==> config.mk <==
export PLATFORM = sky130hd
export DESIGN_NAME = reflet_mailbox
export DESIGN_NICKNAME = d
export VERILOG_FILES = /design/src/rtl/reflet_mailbox_pkg.sv /design/src/rtl/reflet_mailbox_fifo.sv /design/src/rtl/reflet_mailbox.sv
export SDC_FILE = /design/constraint.sdc
export NUM_CORES = 1
export LEC_CHECK = 0
export CORE_MARGIN = 5
export CORE_UTILIZATION = 60
export CTS_CLUSTER_DIAMETER = 120
export DETAILED_ROUTE_END_ITERATION = 10
export GPL_TIMING_DRIVEN = 0
export PLACE_DENSITY = 0.93
export RECOVER_POWER = 25
export REMOVE_ABC_BUFFERS = 1
export SLEW_MARGIN = 0
export SYNTH_ARGS = -nofsm -noshare
export SYNTH_HDL_FRONTEND = slang
export SYNTH_SLANG_ARGS = --single-unit
==> constraint.sdc <==
create_clock -name clk -period 7.14 [get_ports clk]
set_clock_uncertainty 0.1 [all_clocks]
set_input_delay 1.785 -clock clk [delete_from_list [all_inputs] [get_ports clk]]
set_output_delay 1.785 -clock clk [all_outputs]
set_load 0.02 [all_outputs]
==> src/rtl/reflet_mailbox_pkg.sv <==
// Shared definitions for the reflet mailbox: register offsets and STATUS bit layout.
package reflet_mailbox_pkg;

  // Register offsets within the four-register window (addr[1:0]).
  typedef enum logic [1:0] {
    REG_STATUS  = 2'd0,
    REG_RX_DATA = 2'd1,
    REG_RX_POP  = 2'd2,
    REG_TX_DATA = 2'd3
  } reg_off_e;

  // STATUS register bit positions; bits 7..5 always read 0.
  localparam int ST_RX_NONEMPTY = 0;
  localparam int ST_RX_FULL     = 1;
  localparam int ST_TX_EMPTY    = 2;
  localparam int ST_TX_FULL     = 3;
  localparam int ST_RX_OVERFLOW = 4;

endpackage : reflet_mailbox_pkg

==> src/rtl/reflet_mailbox_fifo.sv <==
// Synchronous FIFO with occupancy counter; used for both mailbox directions.
// A push while full is dropped even if a pop happens in the same cycle.
module reflet_mailbox_fifo #(
  parameter int WIDTH = 8,
  parameter int DEPTH = 8
) (
  input  logic                     clk,
  input  logic                     reset,
  input  logic                     push,
  input  logic [WIDTH-1:0]         push_data,
  input  logic                     pop,
  output logic                     full,
  output logic                     empty,
  output logic [WIDTH-1:0]         head,
  output logic [$clog2(DEPTH):0]   count
);

  localparam int AW = $clog2(DEPTH);

  logic [WIDTH-1:0] mem_q [DEPTH];
  logic [AW-1:0]    wr_ptr_q, rd_ptr_q;
  logic [AW:0]      count_q, count_d;
  logic             do_push, do_pop;

  assign full    = (count_q == (AW+1)'(DEPTH));
  assign empty   = (count_q == '0);
  assign do_push = push & ~full;
  assign do_pop  = pop & ~empty;
  assign head    = empty ? '0 : mem_q[rd_ptr_q];
  assign count   = count_q;

  // Occupancy next-state: simultaneous push and pop leave the count unchanged.
  always_comb begin
    // NOTE: default assignment first so every path assigns count_d and no latch is inferred.
    count_d = count_q;
    if (do_push && !do_pop) begin
      count_d = count_q + 1'b1;
    end else if (!do_push && do_pop) begin
      count_d = count_q - 1'b1;
    end
  end

  // Pointers and counter; pointers are AW bits wide and wrap naturally.
  always_ff @(posedge clk or negedge reset) begin
    if (!reset) begin
      // NOTE: sequential state uses non-blocking assignments so all registers update together.
      wr_ptr_q <= '0;
      rd_ptr_q <= '0;
      count_q  <= '0;
    end else begin
      if (do_push) wr_ptr_q <= wr_ptr_q + 1'b1;
      if (do_pop)  rd_ptr_q <= rd_ptr_q + 1'b1;
      count_q <= count_d;
    end
  end

  // Storage array write port.
  // NOTE: the array has no reset; head is forced to 0 while empty so stale entries never show.
  always_ff @(posedge clk) begin
    if (do_push) mem_q[wr_ptr_q] <= push_data;
  end

endmodule : reflet_mailbox_fifo

==> src/rtl/reflet_mailbox.sv <==
// CPU <-> host mailbox on the reflet system bus: RX (host->CPU) and TX (CPU->host)
// FIFOs, a sticky RX overflow flag and a level irq while RX holds data.
module reflet_mailbox
  import reflet_mailbox_pkg::*;
#(
  parameter int                        wordsize       = 16,
  parameter int                        base_addr_size = wordsize - 1,
  parameter logic [base_addr_size-1:0] base_addr      = base_addr_size'('h7F20),
  parameter int                        depth          = 8
) (
  input  logic                      clk,
  input  logic                      reset,
  input  logic                      enable,
  input  logic [base_addr_size-1:0] addr,
  input  logic [7:0]                data_in,
  output logic [7:0]                data_out,
  input  logic                      write_en,
  output logic                      irq,
  input  logic [7:0]                host_in_data,
  input  logic                      host_in_valid,
  output logic                      host_in_ready,
  output logic [7:0]                host_out_data,
  output logic                      host_out_valid,
  input  logic                      host_out_ready
);

  localparam int CNT_W = $clog2(depth) + 1;

  logic             sel, wr_q, wr_pulse;
  reg_off_e         off;
  logic             rx_push, rx_pop, rx_full, rx_empty;
  logic             tx_push, tx_pop, tx_full, tx_empty;
  logic [7:0]       rx_head, tx_head, status;
  logic [CNT_W-1:0] rx_count, tx_count;
  logic             ovf_q, ovf_d, ovf_set, ovf_clr;

  assign sel      = enable & (addr[base_addr_size-1:2] == base_addr[base_addr_size-1:2]);
  assign off      = reg_off_e'(addr[1:0]);
  // A held write strobe acts only on its first cycle.
  assign wr_pulse = sel & write_en & ~wr_q;

  assign rx_push = host_in_valid & ~rx_full;
  assign rx_pop  = wr_pulse & (off == REG_RX_POP);
  assign tx_push = wr_pulse & (off == REG_TX_DATA);
  assign tx_pop  = ~tx_empty & host_out_ready;

  assign ovf_set = host_in_valid & rx_full;
  assign ovf_clr = wr_pulse & (off == REG_STATUS) & data_in[ST_RX_OVERFLOW];

  reflet_mailbox_fifo #(.WIDTH(8), .DEPTH(depth)) u_rx_fifo (
    .clk       (clk),
    .reset     (reset),
    .push      (rx_push),
    .push_data (host_in_data),
    .pop       (rx_pop),
    .full      (rx_full),
    .empty     (rx_empty),
    .head      (rx_head),
    .count     (rx_count)
  );

  reflet_mailbox_fifo #(.WIDTH(8), .DEPTH(depth)) u_tx_fifo (
    .clk       (clk),
    .reset     (reset),
    .push      (tx_push),
    .push_data (data_in),
    .pop       (tx_pop),
    .full      (tx_full),
    .empty     (tx_empty),
    .head      (tx_head),
    .count     (tx_count)
  );

  // Overflow next-state: a new overflow event beats a same-cycle software clear.
  always_comb begin
    ovf_d = ovf_set | (ovf_q & ~ovf_clr);
  end

  // Write-edge detector and sticky overflow flag.
  always_ff @(posedge clk or negedge reset) begin
    if (!reset) begin
      wr_q  <= 1'b0;
      ovf_q <= 1'b0;
    end else begin
      wr_q  <= sel & write_en;
      ovf_q <= ovf_d;
    end
  end

  // STATUS register image.
  always_comb begin
    status                 = '0;
    status[ST_RX_NONEMPTY] = ~rx_empty;
    status[ST_RX_FULL]     = rx_full;
    status[ST_TX_EMPTY]    = tx_empty;
    status[ST_TX_FULL]     = tx_full;
    status[ST_RX_OVERFLOW] = ovf_q;
  end

  // Read mux; drives 0 when not addressed because the bus is OR-combined.
  always_comb begin
    data_out = '0;
    if (sel) begin
      case (off)
        REG_STATUS:  data_out = status;
        REG_RX_DATA: data_out = rx_head;
        default:     data_out = '0;
      endcase
    end
  end

  assign irq            = ~rx_empty;
  assign host_in_ready  = ~rx_full;
  assign host_out_valid = ~tx_empty;
  assign host_out_data  = tx_head;

  // FIFO flags must agree with their occupancy counters.
  a_rx_flags : assert property (@(posedge clk) disable iff (!reset)
    (rx_full == (rx_count == CNT_W'(depth))) && (rx_empty == (rx_count == '0)));
  a_tx_flags : assert property (@(posedge clk) disable iff (!reset)
    (tx_full == (tx_count == CNT_W'(depth))) && (tx_empty == (tx_count == '0)));

endmodule : reflet_mailbox

# ---- Word level (Yosys, flattened, before mapping)
# Memory sizes are Yosys's and may differ from the RTL's.
# Cells that the tools add are included.
dict set report op_classes {
  reduce_logical 13
  n_shift 0
  n_bitwise 22
  multipliers 0
  n_addsub 8
  muxes 12
  n_lt_le_gt_ge 0
  n_eq_ne 6
  n_div 0
}
# op count
set ops {}
lappend ops {{$mux W8} 3}
lappend ops {{$mux W4} 4}
lappend ops {{$pmux W8 S2} 1}
lappend ops {{$and A1 B1 Y1} 15}
lappend ops {{$eq A13 B13 Y1 const B} 1}
lappend ops {{$add A3 B1 Y3 const B} 4}
lappend ops {{$add A4 B1 Y4 const B} 2}
lappend ops {{$eq A4 B4 Y1 const B} 2}
lappend ops {{$logic_not A4 Y1} 2}
lappend ops {{$sub A4 B1 Y4 const B} 2}
lappend ops {{$not A1 Y1} 6}
lappend ops {{$eq A2 B2 Y1 const B} 2}
lappend ops {{$logic_and A1 B1 Y1} 4}
lappend ops {{$logic_not A1 Y1} 4}
lappend ops {{$mux W1} 4}
lappend ops {{$reduce_bool A2 Y1} 2}
lappend ops {{$eq A2 B1 Y1 const B} 1}
lappend ops {{$logic_not A2 Y1} 1}
lappend ops {{$or A1 B1 Y1} 1}
dict set report word_totals {
  word_cells 71
  mem_count 2
  romBits 0
  ram_bits 128
  latchBits 0
  input_bits 37
  out_inout_bits 19
  regBits 22
}
# name depth word_bits read_ports rd_ports_with_merged_regs write_ports line_no
set memory_table {}
lappend memory_table {u_rx_fifo.mem_q 8 8 1 0 1 reflet_mailbox_fifo.sv:20} ;# logic [WIDTH-1:0] mem_q [DEPTH];
lappend memory_table {u_tx_fifo.mem_q 8 8 1 0 1 reflet_mailbox_fifo.sv:20}

# ---- Longest topological paths before layout
# Gate-level depths: netlist of run 1.
dict set report depth {
  ltp_word 10
  mapped_depth 10
}

# ---- Cells and area by module
# From an unflattened synthesis of run 1, not the netlist that was laid out.
dict set report unflattened {
  hier_cells 360
  area_unflattened_um2 6399.9
}
# mod area_each_um2 cells_per_inst n_inst
set by_module_without_submodules {}
lappend by_module_without_submodules {reflet_mailbox_fifo 3041.7 159 2}
lappend by_module_without_submodules {reflet_mailbox 316.6 42 1}

# ---- Worst setup path after synthesis of run 1
# OpenSTA, ideal clock, no wires.
dict set report synth_path {
  kind {in2out}
  start {input addr[3]}
  end {output data_out[4]}
  cell_stages 4
  arrival_ns 3.282
  slack_ns 1.973
  path_cell_list {or4b_4 > nor4_4 > nand2_1 > o22ai_1}
}
dict set report synth_via {
  elab_chain_len 3
}
# element line_no
set synth_rtl {}
lappend synth_rtl {{start, declared} reflet_mailbox.sv:14} ;# input logic [base_addr_size-1:0] addr,
lappend synth_rtl {{$eq A13 B13 Y1} reflet_mailbox.sv:37} ;# assign sel = enable & (addr[base_addr_size-1:2] == base_addr[base_addr_size-1:2]);
lappend synth_rtl {{$and A1 B1 Y1} reflet_mailbox.sv:37}
lappend synth_rtl {{$mux W8} reflet_mailbox.sv:103} ;# if (sel) begin
lappend synth_rtl {{end, declared} reflet_mailbox.sv:16} ;# output logic [7:0] data_out,
# No other way between the ends.

# ---- Final worst setup path of run 1
# Ends and elaborated chain as after synthesis.

==> results of run 1 <==
## layout make-up
class                      instances  area (µm²)  area share (%)
inverter                           7        26.3           0.340
timing repair buffer              64         618            7.99
clock inverter                    14         150            1.94
multi-input combinational        189        1960            25.3
clock buffer                      18         418            5.40
sequential                       150        4390            56.8
tap                              136         170            2.20
## worst max-delay path, cell delays in order
cell	delay (ns)
clkdlybuf4s50_1	0.40
or4b_4	0.68
nor4_4	0.53
nand2_1	0.32
o22ai_1	0.30
clkdlybuf4s50_1	0.65
## how the worst max path moves through the flow
stage / start / end / slack [ns] / cells past startpoint
finish: addr[3] / data_out[4] / 0.57 / 6
global route: addr[3] / data_out[4] / 0.48 / 6
CTS: addr[3] / data_out[4] / 0.60 / 6
detailed placement: addr[3] / data_out[4] / 0.66 / 6
global placement: addr[3] / data_out[4] / 0.70 / 6
floorplan: addr[3] / data_out[4] / 1.89 / 4
## cell families (layout without fill, tap and decap cells)
family / Yosys count / in the layout / synth area share [%]
adder cells (fa/ha/maj): 12 / 12 / 2.59
XOR/XNOR: 12 / 12 / 1.65
buffers and inverters: 24 / 103 / 1.57
AO/OA/AOI/OAI: 20 / 20 / 1.92
multiplexers: 56 / 56 / 15.3
AND/OR/NAND/NOR: 89 / 89 / 8.10
flip-flops: 150 / 150 / 68.8
## registers in the layout (all words and copies together) (netlist names)
name	flops
wr_q	1
u_rx_fifo.mem_q	64
ovf_q	1
u_tx_fifo.mem_q	64
u_rx_fifo.count	4
u_tx_fifo.rd_ptr_q	3
u_rx_fifo.wr_ptr_q	3
u_tx_fifo.wr_ptr_q	3
u_rx_fifo.rd_ptr_q	3
u_tx_fifo.count	4
## synthesized netlist by cell type, types with 2 or more instances
cell type  number
ha_1           10
edfxtp_1      128
nor2_1         16
o22ai_1         2
mux4_2         32
a21o_1          3
dfrtp_1        22
fa_1            2
a21oi_1         4
nand4b_1        4
xnor2_1        12
nand3_1         7
mux2i_1        15
nor3_1         14
buf_2           5
clkbuf_1        8
nand2_1        17
nand3b_1        3
nor4_1         10
nor4_4          2
inv_1           7
a2111oi_0       2
buf_1           3
mux2_2          7
o31ai_1         2
mux2_4          2
nand2b_1        3
nand4_1         2
o21ai_0         7
## per-layer routing
metal	up-vias	track usage (%)	wire, µm
met2	149	40.6	7490
li1	1583	-	-
met1	1859	26.0	4720
met3	22	4.97	780
met5	-	0	0
met4	0	6.73	239
## through the flow
stage | hold slack (ns) | util, % | power (W) | setup WS, ns
6_report | 0.376 | 74.6 | 0.00262 | 0.569
5_1_grt | 0.394 | 74.6 | 0.00275 | 0.483
4_1_cts | 0.382 | 74.5 | 0.00263 | 0.596
3_5_place_dp | 0.370 | 69.0 | 0.00179 | 0.660
3_3_place_gp | 0.359 | 67.8 | 0.00174 | 0.705
2_1_floorplan | 0.350 | - | 0.00155 | 1.89
## power by group
| part | total, W | switching [W] | internal, W |
|---|---|---|---|
| clock | 0.000849 | 0.000350 | 0.000500 |
| combinational | 0.000591 | 0.000281 | 0.000311 |
| sequential | 0.00118 | 0.000130 | 0.00105 |
==> summary.txt, run 1 <==
Place
  – Dpl cell area: 7150 µm²
  – DP Cell Count: 546
  – Final GP Congestion: 0.765
  – Hpwl dp: about 8700 µm
  – Number of port buffers: 55

Synth
  – Gate Count Post-Synth: 363
  – Sequential element share of the synthesized area: 68.8%
  – Netlist cell types: 41
  – Synthesized area: 6380 µm²
  – Largest cells by area after synthesis: edfxtp_1 (60%), mux4_2 (11%), dfrtp_1 (8.6%)
  – Synth top area share: 60.2%
  – Number of synthesized flops with an enable pin: 128
  – Flops & latches, synth: 150
  – Dominant cell type by area after synthesis: edfxtp_1
  – Synth warnings: 0
  – Most common flop cell mapped by yosys: edfxtp_1
  – Syn Area/Cell: approximately 18 µm²
  – FFs w/ async S/R, synth: 14.7%

STA
  – Slew @ Worst Pin: 1.30 ns
  – Max-slew violation count: 0
  – Slew margin rel.: 12.8%
  – Final setup violation count: 0
  – Period minus WS final: 6.57 ns
  – Tcrit/Tclk final: 92.0%
  – TNS Setup: 0 ns
  – Final hold viol count: 0
  – Unrepaired setup endpoints after global routing: false
  – Peak Freq: 152 MHz

Critical path
  – Setup CP Type: in2out
  – Reg-to-reg slack, setup: between 3 and 4 ns
  – Maximum fanout along the worst path: 11
  – R2R Path Start: u_tx_fifo.count[3]
  – Critical Path RT: roughly 5.3 ns
  – Reg-to-reg endpoint: u_tx_fifo.count[3]
  – CP endpoint kind: primary output
  – Reg2reg path depth: 9
  – Crit start category: input port
  – Critical path arrival: about 4.7 ns

Cells and area
  – Post-route cell area: 7730 µm²
  – Layout Cells excl Fill: 578
  – Share of layout cells above drive strength 1: between 20% and 30%
  – Nets: between 400 and 500
  – Commonest cells after routing, fill and taps aside: edfxtp_1 (128), clkdlybuf4s50_1 (43), mux4_2 (32)
  – Filler cells: roughly 600
  – Number of diodes: 0
  – Synthesis-to-finish area growth: 21.1%
  – Commonest non-fill, non-tap cell in the layout: edfxtp_1

Die
  – Row cnt: 37
  – Core Region: 10400 µm²
  – Initial Util: between 60% and 70%
  – Die height: 113 µm
  – Die width: 113 µm
  – Ports: 56
  – Die Area: 12800 µm²

Run status
  – Outcome: finished, final reports clean

CTS
  – CTS buffer count: 17
  – Clock tree sinks: 150
  – Worst-path clk slew: 0.06 ns
  – CTS tree: yes
  – Clk_lat worst skew: 0.52 ns
  – Post-CTS Resized: 0
  – Setup Buffers After CTS: 0
  – Hold-fix buffers at CTS: 0
  – Htree depth: 4
  – Maximum buffer depth of the clock tree: 2
  – CTS root buf: clkbuf_8

GRT
  – First-pass GRT wire length: ~21000 µm
  – Largest net degree at the start of global routing: 23
  – Congestion Overflow GR: 0
  – Number of global-route vias before repair: approximately 3800
  – Initial antenna violation count: 0
  – Total track usage: 22.2%

Routing
  – DR vias/cell: between 6 and 7
  – Drt initial violations: 329
  – Final wirelength: 13200 µm
  – Final ANT Viol Nets: 0
  – First-pass DRT Iterations: 5
  – Via count: 3613
  – Residual DRC: 0
  – Routed WL per cell: 22.9 µm

Power and ir drop
  – Max rail drop VDD: 0.000174 V
  – P per Cell Area: 339 nW/µm²
  – Leakage: between 2 and 3 nW

Worst hold path
  – Hold Startpoint: ovf_q
  – Worst hold path stage count: 1
  – Hold Path Class: reg2reg
  – WHS Endpoint: ovf_q

Run
  – # Max-Cap Violations: 0
Power figures use the tool's default switching activity.
==> inputs of run 2 (changes only) <==
Settings changed: CORE_UTILIZATION 60 to 50, PLACE_DENSITY 0.93 to 0.82.
==> run 2 against run 1 <==
Net effect: worst hold slack gained 0.039 ns; combinational power is essentially flat; non-clock buffer count grew 2; die area grew 18%; critical path depth is the same; critical endpoint unchanged; clock power grew 16%; power grew 5.2%; design area grew 1.9%; highest routed layer unchanged; first-iteration DRC count shrank 24%; flip-flop and latch count is the same.
==> summary.txt, run 2 (synthesis gave the netlist of run 1 again) <==
STA
  – Final hold viol count: 0 (unchanged)
  – Unrepaired setup endpoints after global routing: false
  – Slew margin rel.: 9.89% (-2.9 points)
  – Slew @ Worst Pin: 1.34 ns (+0.0432 ns)
  – Peak Freq: 153 MHz (+0.45%)
  – Final setup violation count: 0 (unchanged)
  – Max-slew violation count: 0 (unchanged)
  – TNS Setup: 0 ns (unchanged)
  – Period minus WS final: 6.54 ns (-0.0292 ns)
  – Tcrit/Tclk final: 91.6% (-0.41 points)

Critical path
  – CP delay by family, top: simple AND/OR/NAND/NOR gates
  – Crit. Startpoint: addr[3]
  – Setup CP Type: in2out
  – Critical path arrival: 4.66 ns (-0.03 ns)
  – CP Buf/Inv Count: 2 (unchanged)
  – Critical Path, Cell by Cell: clkdlybuf4s50_1 > or4b_4 > nor4_4 > nand2_1 > o22ai_1 > clkdlybuf4s50_1
  – Crit start category: input port
  – Worst path slowest cell: clkdlybuf4s50_1
  – Maximum fanout along the worst path: 11 (unchanged)
  – Most frequent CP cell: clkdlybuf4s50_1
  – Critical Path RT: 5.26 ns (about the same)
  – R2R Path Start: u_tx_fifo.count[3]
  – CP endpoint kind: primary output
  – Largest stage delay, worst path: 0.68 ns (about the same)

Die
  – Die Area: 15100 µm² (+18%)
  – Core Region: 12600 µm² (+21%)
  – Die width: 123 µm (+8.7%)
  – Ports: 56 (unchanged)
  – Row cnt: 41 (+11%)
  – Initial Util: 50.8% (-11 points)
  – Die height: 123 µm (+8.7%)

Place
  – Hpwl dp: 8850 µm (+1.8%)
  – DP Cell Count: 584 (+7.0%)
  – Final GP Congestion: 0.735 (-3.9%)
  – Number of port buffers: 55 (unchanged)

Routing
  – Final ANT Viol Nets: 0 (unchanged)
  – Via count: 3499 (-3.2%)
  – Routed WL per cell: 21.0 µm (-8.4%)
  – First-pass DRT Iterations: 4 (-1)
  – Residual DRC: 0 (unchanged)
  – DR vias/cell: 5.68 (-9.1%)
  – Final wirelength: 12900 µm (-2.4%)
  – Drt initial violations: 251 (-24%)

GRT
  – Grt met3 use: 6.08% (+1.1 points)
  – Number of global-route vias before repair: 3765 (-1.2%)
  – Initial antenna violation count: 0 (unchanged)
  – Met2 GRT Util: 32.1% (-8.5 points)
  – First-pass GRT wire length: 20700 µm (-1.0%)
  – Largest net degree at the start of global routing: 23 (unchanged)
  – Global routing met1 resource utilization: 23.5% (-2.5 points)
  – Total track usage: 18.9% (-3.2 points)
  – Congestion Overflow GR: 0 (unchanged)
  – Gr busiest metal: met2

CTS
  – Hold-fix buffers at CTS: 0 (unchanged)
  – Worst-path clk slew: 0.06 ns (about the same)
  – Post-CTS Resized: 0 (unchanged)
  – Htree depth: 4 (unchanged)
  – CTS buffer count: 17 (unchanged)
  – Clk_lat worst skew: 0.42 ns (-0.10 ns)
  – Maximum buffer depth of the clock tree: 2 (unchanged)
  – Clock tree sinks: 150 (unchanged)
  – Setup Buffers After CTS: 0 (unchanged)
  – CTS root buf: clkbuf_16
  – CTS tree: yes

Power and ir drop
  – Max rail drop VDD: 0.000207 V (+19%)
  – Leakage: 2.64 nW (+2.4%)
  – P per Cell Area: 350 nW/µm² (+3.3%)

Cells and area
  – Commonest non-fill, non-tap cell in the layout: edfxtp_1
  – Synthesis-to-finish area growth: 23.4%
  – Nets: 480 (+0.42%)
  – Share of layout cells above drive strength 1: 22.7% (+0.80 points)
  – Layout Cells excl Fill: 616 (+6.6%)
  – Biggest regs: u_rx_fifo.mem_q x64, u_tx_fifo.mem_q x64
  – Commonest cells after routing, fill and taps aside: edfxtp_1 (128), clkdlybuf4s50_1 (44), mux4_2 (32)
  – Number of diodes: 0 (unchanged)

Run
  – # Max-Cap Violations: 0 (unchanged)

Worst hold path
  – Hold Path Class: reg2reg
  – Hold Startpoint: ovf_q

Run status
  – Outcome: finished, final reports clean
[run 2: cell count changes in the layout (fill, tap and decap cells not counted), sizes merged]
cell and delta:
dlygate4sd3 -1, clkinvlp -2, inv -1, clkdlybuf4s50 +1
buf +2, bufinv +3
[run 2: worst paths after layout]
path                                       to  slack (ns)  cells past startpoint
setup / recovery                  data_out[4]        0.60                      6
hold / removal                          ovf_q        0.42                      1
setup reg to reg           u_tx_fifo.count[3]        3.60                      9
hold reg to reg                         ovf_q        0.42                      1
max in group asynchronous               ovf_q        4.38                      1
min in group asynchronous  u_tx_fifo.count[1]        1.87                      1
[run 2: worst reg2reg max path, cell delays in order, from the launching register on]
cell and delay (ns):
dfrtp_1 0.44, nor4_2 0.93, inv_1 0.27, nand2_1 0.22
ha_1 0.23, inv_1 0.13, ha_1 0.30, a21o_1 0.21
a2111oi_0 0.45, o31ai_1 0.14
[run 2: power breakdown]
part	switching [W]	internal [W]
combinational	0.000276	0.000313
clock	0.000352	0.000633
sequential	0.000133	0.00105
[run 2: cell type report]
cell class              instances  area (µm²)
clock buffers                  18         439
clock inverters                14         223
fillers                       879        4690
inverters                       7        26.3
multi-input cells             189        1950
flip-flops and latches        150        4390
well taps                     172         215
repair buffers                 66         631
[run 2: routing by layer]
layer  vias up  wire, µm  share of wire [%]
met2        99      7000                 54
met4         0       143                1.1
li1       1587         -                  -
met1      1801      5050                 39
met3        12       715                5.5
met5         -         0                  0
[run 2: per-stage QoR]
| stage | area (µm²) | setup slack, ns | util (%) | hold WS, ns | total power (W) |
|---|---|---|---|---|---|
| 6_report | 7880 | 0.598 | 62.7 | 0.416 | 0.00276 |
| 3_3_place_gp | 7080 | 0.676 | 56.3 | 0.360 | 0.00175 |
| 4_1_cts | 7870 | 0.619 | 62.6 | 0.412 | 0.00278 |
| 5_1_grt | 7880 | 0.503 | 62.7 | 0.443 | 0.00289 |
| 3_5_place_dp | 7210 | 0.625 | 57.4 | 0.398 | 0.00180 |
| 2_1_floorplan | 6310 | 1.89 | - | 0.350 | 0.00155 |
==> inputs of run 3 (changes only) <==
Settings changed: MAX_ROUTING_LAYER set to met4.
==> run 3 against run 2 <==
Net effect: non-clock buffer count unchanged; highest routed layer unchanged; critical path type unchanged; die area unchanged; sequential share of layout area unchanged.
==> summary.txt, run 3 (synthesis gave the netlist of run 1 again) <==
Critical path
  – Reg2reg path depth: 9 (unchanged)
  – Critical Path RT: 5.26 ns (about the same)
  – Critical path arrival: 4.66 ns (about the same)
  – Reg-to-reg slack, setup: 3.62 ns (+0.02 ns)
  – CP endpoint kind: primary output
  – Reg-to-reg endpoint: u_tx_fifo.count[3]
  – Critical Path, Cell by Cell: clkdlybuf4s50_1 > or4b_4 > nor4_4 > nand2_1 > o22ai_1 > clkdlybuf4s50_1
  – Largest stage delay, worst path: 0.68 ns (about the same)
  – Maximum fanout along the worst path: 11 (unchanged)
  – Most frequent CP cell: clkdlybuf4s50_1
  – Crit start category: input port
  – R2R Path Start: u_tx_fifo.count[3]
  – Setup CP Type: in2out
  – Worst path slowest cell: clkdlybuf4s50_1

STA
  – Unrepaired setup endpoints after global routing: false
  – Max-slew violation count: 0 (unchanged)
  – Period minus WS final: 6.55 ns (+0.00722 ns)
  – Final hold viol count: 0 (unchanged)
  – Slew @ Worst Pin: 1.37 ns (+0.0270 ns)
  – Peak Freq: 153 MHz (-0.11%)
  – Final setup violation count: 0 (unchanged)
  – Tcrit/Tclk final: 91.7% (+0.10 points)
  – TNS Setup: 0 ns (unchanged)
  – Slew margin rel.: 8.08% (-1.8 points)

Die
  – Die Area: 15100 µm² (unchanged)
  – Ports: 56 (unchanged)
  – Die width: 123 µm (unchanged)
  – Core Region: 12600 µm² (unchanged)
  – Initial Util: 50.8% (unchanged)
  – Row cnt: 41 (unchanged)
  – Die height: 123 µm (unchanged)

Worst hold path
  – Hold Startpoint: ovf_q
  – Worst hold path stage count: 1 (unchanged)
  – Hold Path Class: reg2reg
  – WHS Endpoint: ovf_q

GRT
  – Number of global-route vias before repair: 3765 (unchanged)
  – Largest net degree at the start of global routing: 23 (unchanged)
  – Congestion Overflow GR: 0 (unchanged)
  – Total track usage: 19.5% (+0.58 points)
  – First-pass GRT wire length: 20800 µm (about the same)
  – Initial antenna violation count: 0 (unchanged)

Run
  – # Max-Cap Violations: 0 (unchanged)

Routing
  – Residual DRC: 0 (unchanged)
  – Final ANT Viol Nets: 0 (unchanged)
  – Drt initial violations: 259 (+3.2%)
  – DR vias/cell: 5.73 (+0.86%)
  – Via count: 3529 (+0.86%)
  – Routed WL per cell: 20.9 µm (-0.21%)
  – Final wirelength: 12900 µm (-0.21%)
  – First-pass DRT Iterations: 4 (unchanged)

Place
  – Number of port buffers: 55 (unchanged)
  – DP Cell Count: 584 (unchanged)
  – Hpwl dp: 8850 µm (unchanged)
  – Final GP Congestion: 0.744 (+1.2%)
  – Dpl cell area: 7210 µm² (unchanged)

CTS
  – Clock tree sinks: 150 (unchanged)
  – Hold-fix buffers at CTS: 0 (unchanged)
  – CTS root buf: clkbuf_16
  – CTS tree: yes
  – CTS buffer count: 17 (unchanged)
  – Htree depth: 4 (unchanged)
  – Worst-path clk slew: 0.06 ns (about the same)
  – Maximum buffer depth of the clock tree: 2 (unchanged)
  – Post-CTS Resized: 0 (unchanged)
  – Setup Buffers After CTS: 0 (unchanged)
  – Clk_lat worst skew: 0.42 ns (about the same)

Cells and area
  – Layout Cells excl Fill: 616 (unchanged)
  – Share of layout cells above drive strength 1: 22.7% (unchanged)
  – Commonest cells after routing, fill and taps aside: edfxtp_1 (128), clkdlybuf4s50_1 (44), mux4_2 (32)
  – Filler cells: 879 (unchanged)
  – Multi-input logic area: 1950 µm² (unchanged)
  – Seq. cell area: 4390 µm² (unchanged)
  – Post-route cell area: 7880 µm² (unchanged)
  – Nets: 480 (unchanged)
  – Biggest regs: u_rx_fifo.mem_q x64, u_tx_fifo.mem_q x64
  – Synthesis-to-finish area growth: 23.4% (unchanged)
  – Commonest non-fill, non-tap cell in the layout: edfxtp_1
  – Number of diodes: 0 (unchanged)

Power and ir drop
  – Leakage: 2.64 nW (unchanged)
  – P per Cell Area: 350 nW/µm² (about the same)
  – Max rail drop VDD: 0.000208 V (+0.14%)

Run status
  – Outcome: finished, final reports clean
run 3: cell counts in the layout (fill, tap and decap cells not counted):
Identical to the previous run, type by type.
run 3: how the worst max path moves through the flow:
stage | from | end | slack [ns] | depth (start not counted)
finish | addr[3] | data_out[4] | 0.59 | 6
global route | addr[3] | data_out[4] | 0.50 | 6
CTS | addr[3] | data_out[4] | 0.62 | 6
floorplan | addr[3] | data_out[4] | 1.89 | 4
global placement | addr[3] | data_out[4] | 0.68 | 6
detailed placement | addr[3] | data_out[4] | 0.63 | 6
run 3: area by class of cell:
class | instances | area share [%]
sequential | 150 | 55.8
multi-input combinational | 189 | 24.8
timing repair buffer | 66 | 8.00
clock buffer | 18 | 5.57
clock inverter | 14 | 2.83
tap | 172 | 2.73
inverter | 7 | 0.333
run 3: critical path: cells and delay by family:
kind / cells / cell delay (ns)
AND/OR/NAND/NOR: 3 / 1.42
buffers and inverters: 2 / 1.09
AO/OA/AOI/OAI: 1 / 0.36
run 3: power breakdown:
part,internal (W),switching (W)
registers,0.00105,0.000133
logic,0.000314,0.000276
clock network,0.000633,0.000350
run 3: metal layers:
metal	share of wire (%)	track usage [%]	vias to the layer above
met5	0	-	-
li1	-	-	1588
met2	54	32.1	120
met4	1.1	5.88	0
met3	6.4	5.81	12
met1	38	23.6	1809
run 3: stage by stage:
step	hold WS (ns)	setup WS [ns]	total power, W	utilization (%)
6_report	0.430	0.591	0.00275	62.7
5_1_grt	0.443	0.505	0.00289	62.7
4_1_cts	0.412	0.619	0.00278	62.6
3_5_place_dp	0.398	0.625	0.00180	57.4
3_3_place_gp	0.360	0.676	0.00175	56.3
2_1_floorplan	0.350	1.89	0.00155	-
